`src/rtl/mem_port_pkg.sv`:
```
// Shared types and constants for the memory-port scheduler.
// Provides the FSM state enum, requester enum, iord_sel mux codes,
// exception codes and the grant payload struct.
package mem_port_pkg;

    localparam int unsigned SEL_W = 3;
    localparam int unsigned CNT_W = 3;

    typedef enum logic [1:0] {
        ST_IDLE = 2'd0,
        ST_ADDR = 2'd1,
        ST_DONE = 2'd2
    } state_t;

    typedef enum logic [1:0] {
        REQ_NONE  = 2'd0,
        REQ_FETCH = 2'd1,
        REQ_DATA  = 2'd2,
        REQ_EXC   = 2'd3
    } req_t;

    // Memory-address mux select codes
    localparam logic [SEL_W-1:0] SEL_PC     = 3'b000;
    localparam logic [SEL_W-1:0] SEL_ALUOUT = 3'b001;
    localparam logic [SEL_W-1:0] SEL_V253   = 3'b010;
    localparam logic [SEL_W-1:0] SEL_V254   = 3'b011;
    localparam logic [SEL_W-1:0] SEL_V255   = 3'b100;
    localparam logic [SEL_W-1:0] SEL_IN5    = 3'b101;
    localparam logic [SEL_W-1:0] SEL_IN6    = 3'b110;

    // Exception type codes
    localparam logic [1:0] EXC_NONE   = 2'b00;
    localparam logic [1:0] EXC_OPCODE = 2'b01;
    localparam logic [1:0] EXC_OVF    = 2'b10;
    localparam logic [1:0] EXC_DIV0   = 2'b11;

    // What gets latched at grant time
    typedef struct packed {
        req_t             who;
        logic [SEL_W-1:0] sel;
        logic             we;
    } grant_t;

    // Exception code -> handler vector select
    function automatic logic [SEL_W-1:0] vec_sel(input logic [1:0] code);
        logic [SEL_W-1:0] s;
        case (code)
            EXC_OPCODE: s = SEL_V253;
            EXC_OVF:    s = SEL_V254;
            EXC_DIV0:   s = SEL_V255;
            default:    s = SEL_PC;
        endcase
        return s;
    endfunction

    // Data address source -> mux select; source 3 aliases ALUOut
    function automatic logic [SEL_W-1:0] data_sel(input logic [1:0] src);
        logic [SEL_W-1:0] s;
        case (src)
            2'd1:    s = SEL_IN5;
            2'd2:    s = SEL_IN6;
            default: s = SEL_ALUOUT;
        endcase
        return s;
    endfunction

endpackage

```
`src/rtl/mem_lat_counter.sv`:
```
// Loadable down-counter timing the memory wait phase.
// Ports: clk, reset (sync, active-low), load/load_val (load has priority),
//        dec (decrement, saturates at 0), cnt (registered count),
//        zero_c (combinational: count is zero).
module mem_lat_counter
    import mem_port_pkg::*;
#(
    parameter int unsigned W = CNT_W
) (
    input  logic         clk,
    input  logic         reset,
    input  logic         load,
    input  logic [W-1:0] load_val,
    input  logic         dec,
    output logic [W-1:0] cnt,
    output logic         zero_c
);

    assign zero_c = (cnt == W'(0));

    // Count register; never wraps below zero
    always_ff @(posedge clk) begin
        if (!reset) begin
            cnt <= W'(0);
        end else if (load) begin
            cnt <= load_val;
        end else if (dec && !zero_c) begin
            cnt <= cnt - W'(1);
        end
    end

endmodule

```
`src/rtl/mem_port_sched.sv`:
```
// Sequencer/arbiter for the single memory port of the multicycle CPU.
// Grants the port to exception-vector fetch (highest), then data/fetch
// round-robin, and sequences IDLE -> ADDR (MEM_LAT cycles) -> DONE.
// Ports:
//   clk, reset (sync, active-low)
//   fetch_req, data_req, data_we, data_src[1:0], exc_req, exc_code[1:0]
//   iord_sel[2:0]  memory-address mux select
//   mem_wr, mdr_wr, epc_wr, pc_exc_wr  strobes
//   fetch_ack, data_ack, exc_ack       one-cycle completion pulses
//   busy           high whenever the sequencer is not idle
// All outputs are registered and line up with the state they belong to.
module mem_port_sched
    import mem_port_pkg::*;
#(
    parameter int unsigned MEM_LAT = 1
) (
    input  logic             clk,
    input  logic             reset,
    input  logic             fetch_req,
    input  logic             data_req,
    input  logic             data_we,
    input  logic [1:0]       data_src,
    input  logic             exc_req,
    input  logic [1:0]       exc_code,
    output logic [SEL_W-1:0] iord_sel,
    output logic             mem_wr,
    output logic             mdr_wr,
    output logic             epc_wr,
    output logic             pc_exc_wr,
    output logic             fetch_ack,
    output logic             data_ack,
    output logic             exc_ack,
    output logic             busy
);

    state_t           state, state_nxt;
    grant_t           gnt, gnt_nxt;
    logic             last_data, last_data_nxt;

    logic             cnt_load, cnt_dec;
    logic [CNT_W-1:0] cnt;
    logic             cnt_zero;
    logic             lat_last;

    logic [SEL_W-1:0] sel_nxt;
    logic             mem_wr_nxt, mdr_wr_nxt, epc_wr_nxt, pc_exc_wr_nxt;
    logic             fetch_ack_nxt, data_ack_nxt, exc_ack_nxt, busy_nxt;

    logic             exc_valid;
    logic             pick_data;

    assign exc_valid = exc_req && (exc_code != EXC_NONE);
    // Data wins when alone, or when both pend and fetch had the last turn
    assign pick_data = data_req && (!fetch_req || !last_data);
    // Count reaches zero on this edge; the zero guard covers a zero load
    assign lat_last  = (cnt == CNT_W'(1)) || cnt_zero;

    mem_lat_counter #(
        .W (CNT_W)
    ) u_lat (
        .clk      (clk),
        .reset    (reset),
        .load     (cnt_load),
        .load_val (CNT_W'(MEM_LAT)),
        .dec      (cnt_dec),
        .cnt      (cnt),
        .zero_c   (cnt_zero)
    );

    // State, grant and output registers
    always_ff @(posedge clk) begin
        if (!reset) begin
            state     <= ST_IDLE;
            gnt       <= '{who: REQ_NONE, sel: SEL_PC, we: 1'b0};
            last_data <= 1'b0;
            iord_sel  <= SEL_PC;
            mem_wr    <= 1'b0;
            mdr_wr    <= 1'b0;
            epc_wr    <= 1'b0;
            pc_exc_wr <= 1'b0;
            fetch_ack <= 1'b0;
            data_ack  <= 1'b0;
            exc_ack   <= 1'b0;
            busy      <= 1'b0;
        end else begin
            state     <= state_nxt;
            gnt       <= gnt_nxt;
            last_data <= last_data_nxt;
            iord_sel  <= sel_nxt;
            mem_wr    <= mem_wr_nxt;
            mdr_wr    <= mdr_wr_nxt;
            epc_wr    <= epc_wr_nxt;
            pc_exc_wr <= pc_exc_wr_nxt;
            fetch_ack <= fetch_ack_nxt;
            data_ack  <= data_ack_nxt;
            exc_ack   <= exc_ack_nxt;
            busy      <= busy_nxt;
        end
    end

    // Next state, grant decision and next-cycle outputs
    always_comb begin
        state_nxt     = state;
        gnt_nxt       = gnt;
        last_data_nxt = last_data;
        cnt_load      = 1'b0;
        cnt_dec       = 1'b0;
        sel_nxt       = SEL_PC;
        mem_wr_nxt    = 1'b0;
        mdr_wr_nxt    = 1'b0;
        epc_wr_nxt    = 1'b0;
        pc_exc_wr_nxt = 1'b0;
        fetch_ack_nxt = 1'b0;
        data_ack_nxt  = 1'b0;
        exc_ack_nxt   = 1'b0;
        busy_nxt      = 1'b0;

        case (state)
            ST_IDLE: begin
                if (exc_valid) begin
                    gnt_nxt   = '{who: REQ_EXC, sel: vec_sel(exc_code), we: 1'b0};
                    state_nxt = ST_ADDR;
                end else if (pick_data) begin
                    gnt_nxt       = '{who: REQ_DATA, sel: data_sel(data_src), we: data_we};
                    last_data_nxt = 1'b1;
                    state_nxt     = ST_ADDR;
                end else if (fetch_req) begin
                    gnt_nxt       = '{who: REQ_FETCH, sel: SEL_PC, we: 1'b0};
                    last_data_nxt = 1'b0;
                    state_nxt     = ST_ADDR;
                end

                // First ADDR cycle carries the one-shot write and EPC strobes
                if (state_nxt == ST_ADDR) begin
                    cnt_load   = 1'b1;
                    sel_nxt    = gnt_nxt.sel;
                    busy_nxt   = 1'b1;
                    mem_wr_nxt = (gnt_nxt.who == REQ_DATA) && gnt_nxt.we;
                    epc_wr_nxt = (gnt_nxt.who == REQ_EXC);
                end
            end

            ST_ADDR: begin
                cnt_dec  = 1'b1;
                sel_nxt  = gnt.sel;
                busy_nxt = 1'b1;
                if (lat_last) begin
                    state_nxt     = ST_DONE;
                    fetch_ack_nxt = (gnt.who == REQ_FETCH);
                    data_ack_nxt  = (gnt.who == REQ_DATA);
                    exc_ack_nxt   = (gnt.who == REQ_EXC);
                    mdr_wr_nxt    = !((gnt.who == REQ_DATA) && gnt.we);
                    pc_exc_wr_nxt = (gnt.who == REQ_EXC);
                end
            end

            ST_DONE: begin
                state_nxt = ST_IDLE;
            end

            default: begin
                state_nxt = ST_IDLE;
            end
        endcase
    end

endmodule
```
`config.mk`:
```
export PLATFORM = sky130hd
export DESIGN_NAME = mem_port_sched
export DESIGN_NICKNAME = d
export VERILOG_FILES = /design/src/rtl/mem_port_pkg.sv /design/src/rtl/mem_lat_counter.sv /design/src/rtl/mem_port_sched.sv
export SDC_FILE = /design/constraint.sdc
export NUM_CORES = 1
export LEC_CHECK = 0
export BUFFER_PORTS_ARGS = -buffer_cell sky130_fd_sc_hd__buf_2
export CORE_MARGIN = 8
export CORE_UTILIZATION = 25
export CTS_BUF_LIST = sky130_fd_sc_hd__clkbuf_4 sky130_fd_sc_hd__clkbuf_8
export CTS_CLUSTER_DIAMETER = 40
export DETAILED_ROUTE_END_ITERATION = 8
export SYNTH_ARGS = -nofsm -noshare
export SYNTH_HDL_FRONTEND = slang
export SYNTH_SLANG_ARGS = --single-unit
export TNS_END_PERCENT = 30
```
`constraint.sdc`:
```
create_clock -name clk -period 1.9 [get_ports clk]
set_input_delay 0.38 -clock clk [delete_from_list [all_inputs] [get_ports clk]]
set_output_delay 0.38 -clock clk [all_outputs]
set_load 0.02 [all_outputs]
```
==> results by group <==
Outcome
  • Status: finished clean

Global routing
  • Largest net degree at the start of global routing: 14
  • Vias in the first global route: 905
  • Total GRT Usage: 7.43%
  • Initial antenna violation count: 0
  • Global-route wire length before repair: 3970 um
  • Total grt overflow: 0

Finish
  • Layout cell share with drive strength beyond 1: 24.6%
  • Commonest non-fill, non-tap cell in the layout: dfxtp_1
  • Non-Filler Instances: 194
  • Nets: 161
  • Most frequent cells in the layout: dfxtp_1, buf_2, nand2_1
  • N_diodes: 0
  • Area grow syn2layout: 21.7%

Worst setup path
  • Worst path required time: 2070 ps
  • Crit path arrival time: 1610 ps
  • FF-to-FF Start: u_lat.cnt[0]
  • Worst-path fanout max: 4
  • Crit path kind: input port to flip-flop
  • CP startpoint: exc_code[0]
  • Setup crit start kind: input port
  • Crit path capture type: flip-flop

Timing
  • RSZ-0062 raised after global routing: no
  • Setup TNS: 0 ps
  • Relative slew slack: 62.3%
  • Hold Vio Cnt, Final: 0
  • Setup-failing EPs final: 0
  • WHS: 430 ps
  • Max Slew Vio Count: 0
  • Final Cycle Share: 75.6%
  • Worst Clk Skew: 6.55 ps
  • Worst Tran Pin Value: 563 ps
  • Fmax: 0.696 GHz
  • Setup WS post-layout: 463 ps
  • Tmin final: 1440 ps

Floorplan
  • Num rows: 24
  • Core area: 0.00426 mm^2
  • # IOs: 21
  • Die height: 81.8 um
  • Initial Util: 25.4%
  • Die area: 0.00670 mm^2
  • Chip Width: 81.8 um

Pwr
  • Leakage: 0.562 nW
  • Pwr dens: 1120 mW/mm^2
  • Worst vdd ir: 0.247 mV

Clock tree
  • Clock slew at reported path FFs: 80 ps
  • Hold_buf cts: 0
  • H-tree depth: 1
  • Clock buffer depth: 2
  • Clk_lat worst skew: 260 ps
  • CTS tree: done
  • Post-CTS sizing: 0
  • Num CTS Buffers: 3
  • CTS sink cnt: 22
  • Root buf cell: clkbuf_8
  • Post-CTS setup buffers: 0

Route
  • Routed Wire Length: 2290 um
  • DR iter-0 viols: 61
  • Drt first pass iters: 4
  • ANT nets after route: 0
  • Vias per std cell: 4.58
  • Total number of vias: 888
  • Wirelength per Cell: 11.8 um
  • # DRC: 0

Placement
  • GP Congestion: 0.822
  • Post-Place Setup Slack: 181 ps
  • IO buf count: 20
  • Placed cell count: 190
  • Post-DP HPWL: 1840 um

Logic synthesis
  • Sequential area share after synthesis: 40.6%
  • Syn Std Cell Area: 0.00108 mm^2
  • Syn. warnings: 0
  • Syn Inst Count: 119
  • Distinct cell type count after synthesis: 38
  • Number of synthesized register bits: 22
  • Post-Syn Nets: 137
  • Mean Syn Cell Area: 9.11 um^2

Worst hold path
  • Worst hold start: reset
  • Hold crit path type: input port to flip-flop

Run
  • Max-Cap Viols: 0
==> power by group <==
part	leakage, nW	internal, mW	switching (mW)
clock network	0.0357	0.281	0.147
registers	0.181	0.539	0.0623
logic	0.346	0.182	0.266
==> cell families after synthesis <==
group	Yosys count	synth area share (%)
AO/OA/AOI/OAI	32	23.2
XOR/XNOR	2	1.62
adder cells (fa/ha/maj)	8	9.24
buffers and inverters	14	5.66
flip-flops	22	40.6
AND/OR/NAND/NOR	41	19.6
==> critical path: stages <==
cell	delay (ps)
buf_2	90
inv_1	50
ha_1	200
nand2b_1	230
a211oi_4	280
o21ai_2	110
o32ai_2	260
==> Yosys cell counts <==
library cell	count	area share, %
a21oi_1	6	2.8
a31oi_1	3	1.7
nand2b_1	4	2.3
clkbuf_1	1	0.35
o32ai_2	1	1.5
o21ai_0	2	0.92
nand4_1	1	0.58
nor2b_1	4	2.3
nor4b_1	1	0.81
nor3b_1	1	0.69
a21o_1	1	0.69
nor2_2	1	0.58
a221o_1	3	2.8
a21boi_1	4	2.8
xnor2_1	2	1.6
a211oi_1	1	0.69
and2_1	1	0.58
nor2_1	9	3.1
nand3b_1	1	0.69
inv_1	9	3.1
o211ai_1	6	4.2
nand3_1	1	0.46
dfxtp_1	22	41
nor4_1	1	0.58
nand2_1	10	3.5
a211oi_4	1	1.8
buf_4	2	1.4
o21bai_1	1	0.69
nor3_1	3	1.4
a21oi_2	1	0.81
a21boi_2	1	1.0
nor3_2	1	0.92
inv_2	1	0.35
buf_2	1	0.46
and3_1	1	0.58
o21ai_2	1	0.81
ha_1	8	9.2
or2_1	1	0.58
==> per-stage QoR <==
step / area (um^2) / total power [mW] / utilization [%]
final: 1320 / 1.48 / 30.9
after floorplan: 1080 / 0.943 / -
after CTS: 1320 / 1.50 / 30.9
after global routing: 1320 / 1.59 / 30.9
after detailed placement: 1250 / 1.06 / 29.3
after global placement: 1250 / 1.07 / 29.3
==> layer usage <==
metal | GRT usage (%) | routed length, um
met3 | 1.97 | 140
met4 | 4.91 | 33
met2 | 11.5 | 1090
met5 | 0 | 0
met1 | 8.85 | 1030
==> sequential cells by signal, indices dropped and copies added, names as in the netlist <==
signal and flops:
data_ack 1, mdr_wr 1, last_data 1, gnt 6, epc_wr 1, state 2, iord_sel 3, busy 1
fetch_ack 1, mem_wr 1, u_lat.cnt 3, exc_ack 1
==> final timing paths <==
kind                            depth (start not counted)  slack (ps)            to
worst max register to register                          6         480  u_lat.cnt[2]
worst max-delay path                                    7         460        gnt[0]
worst min register to register                          1         440        mdr_wr
worst min-delay path                                    3         430        gnt[4]
==> layout make-up <==
type                       instances  area [um^2]
inverter                          10         37.5
timing repair buffer              23          123
clock inverter                     1         30.0
clock buffer                       3         41.3
sequential                        22          440
tap                               52         65.1
fill                             466         2950
multi-input combinational         83          582
Power figures use the tool's default switching activity.
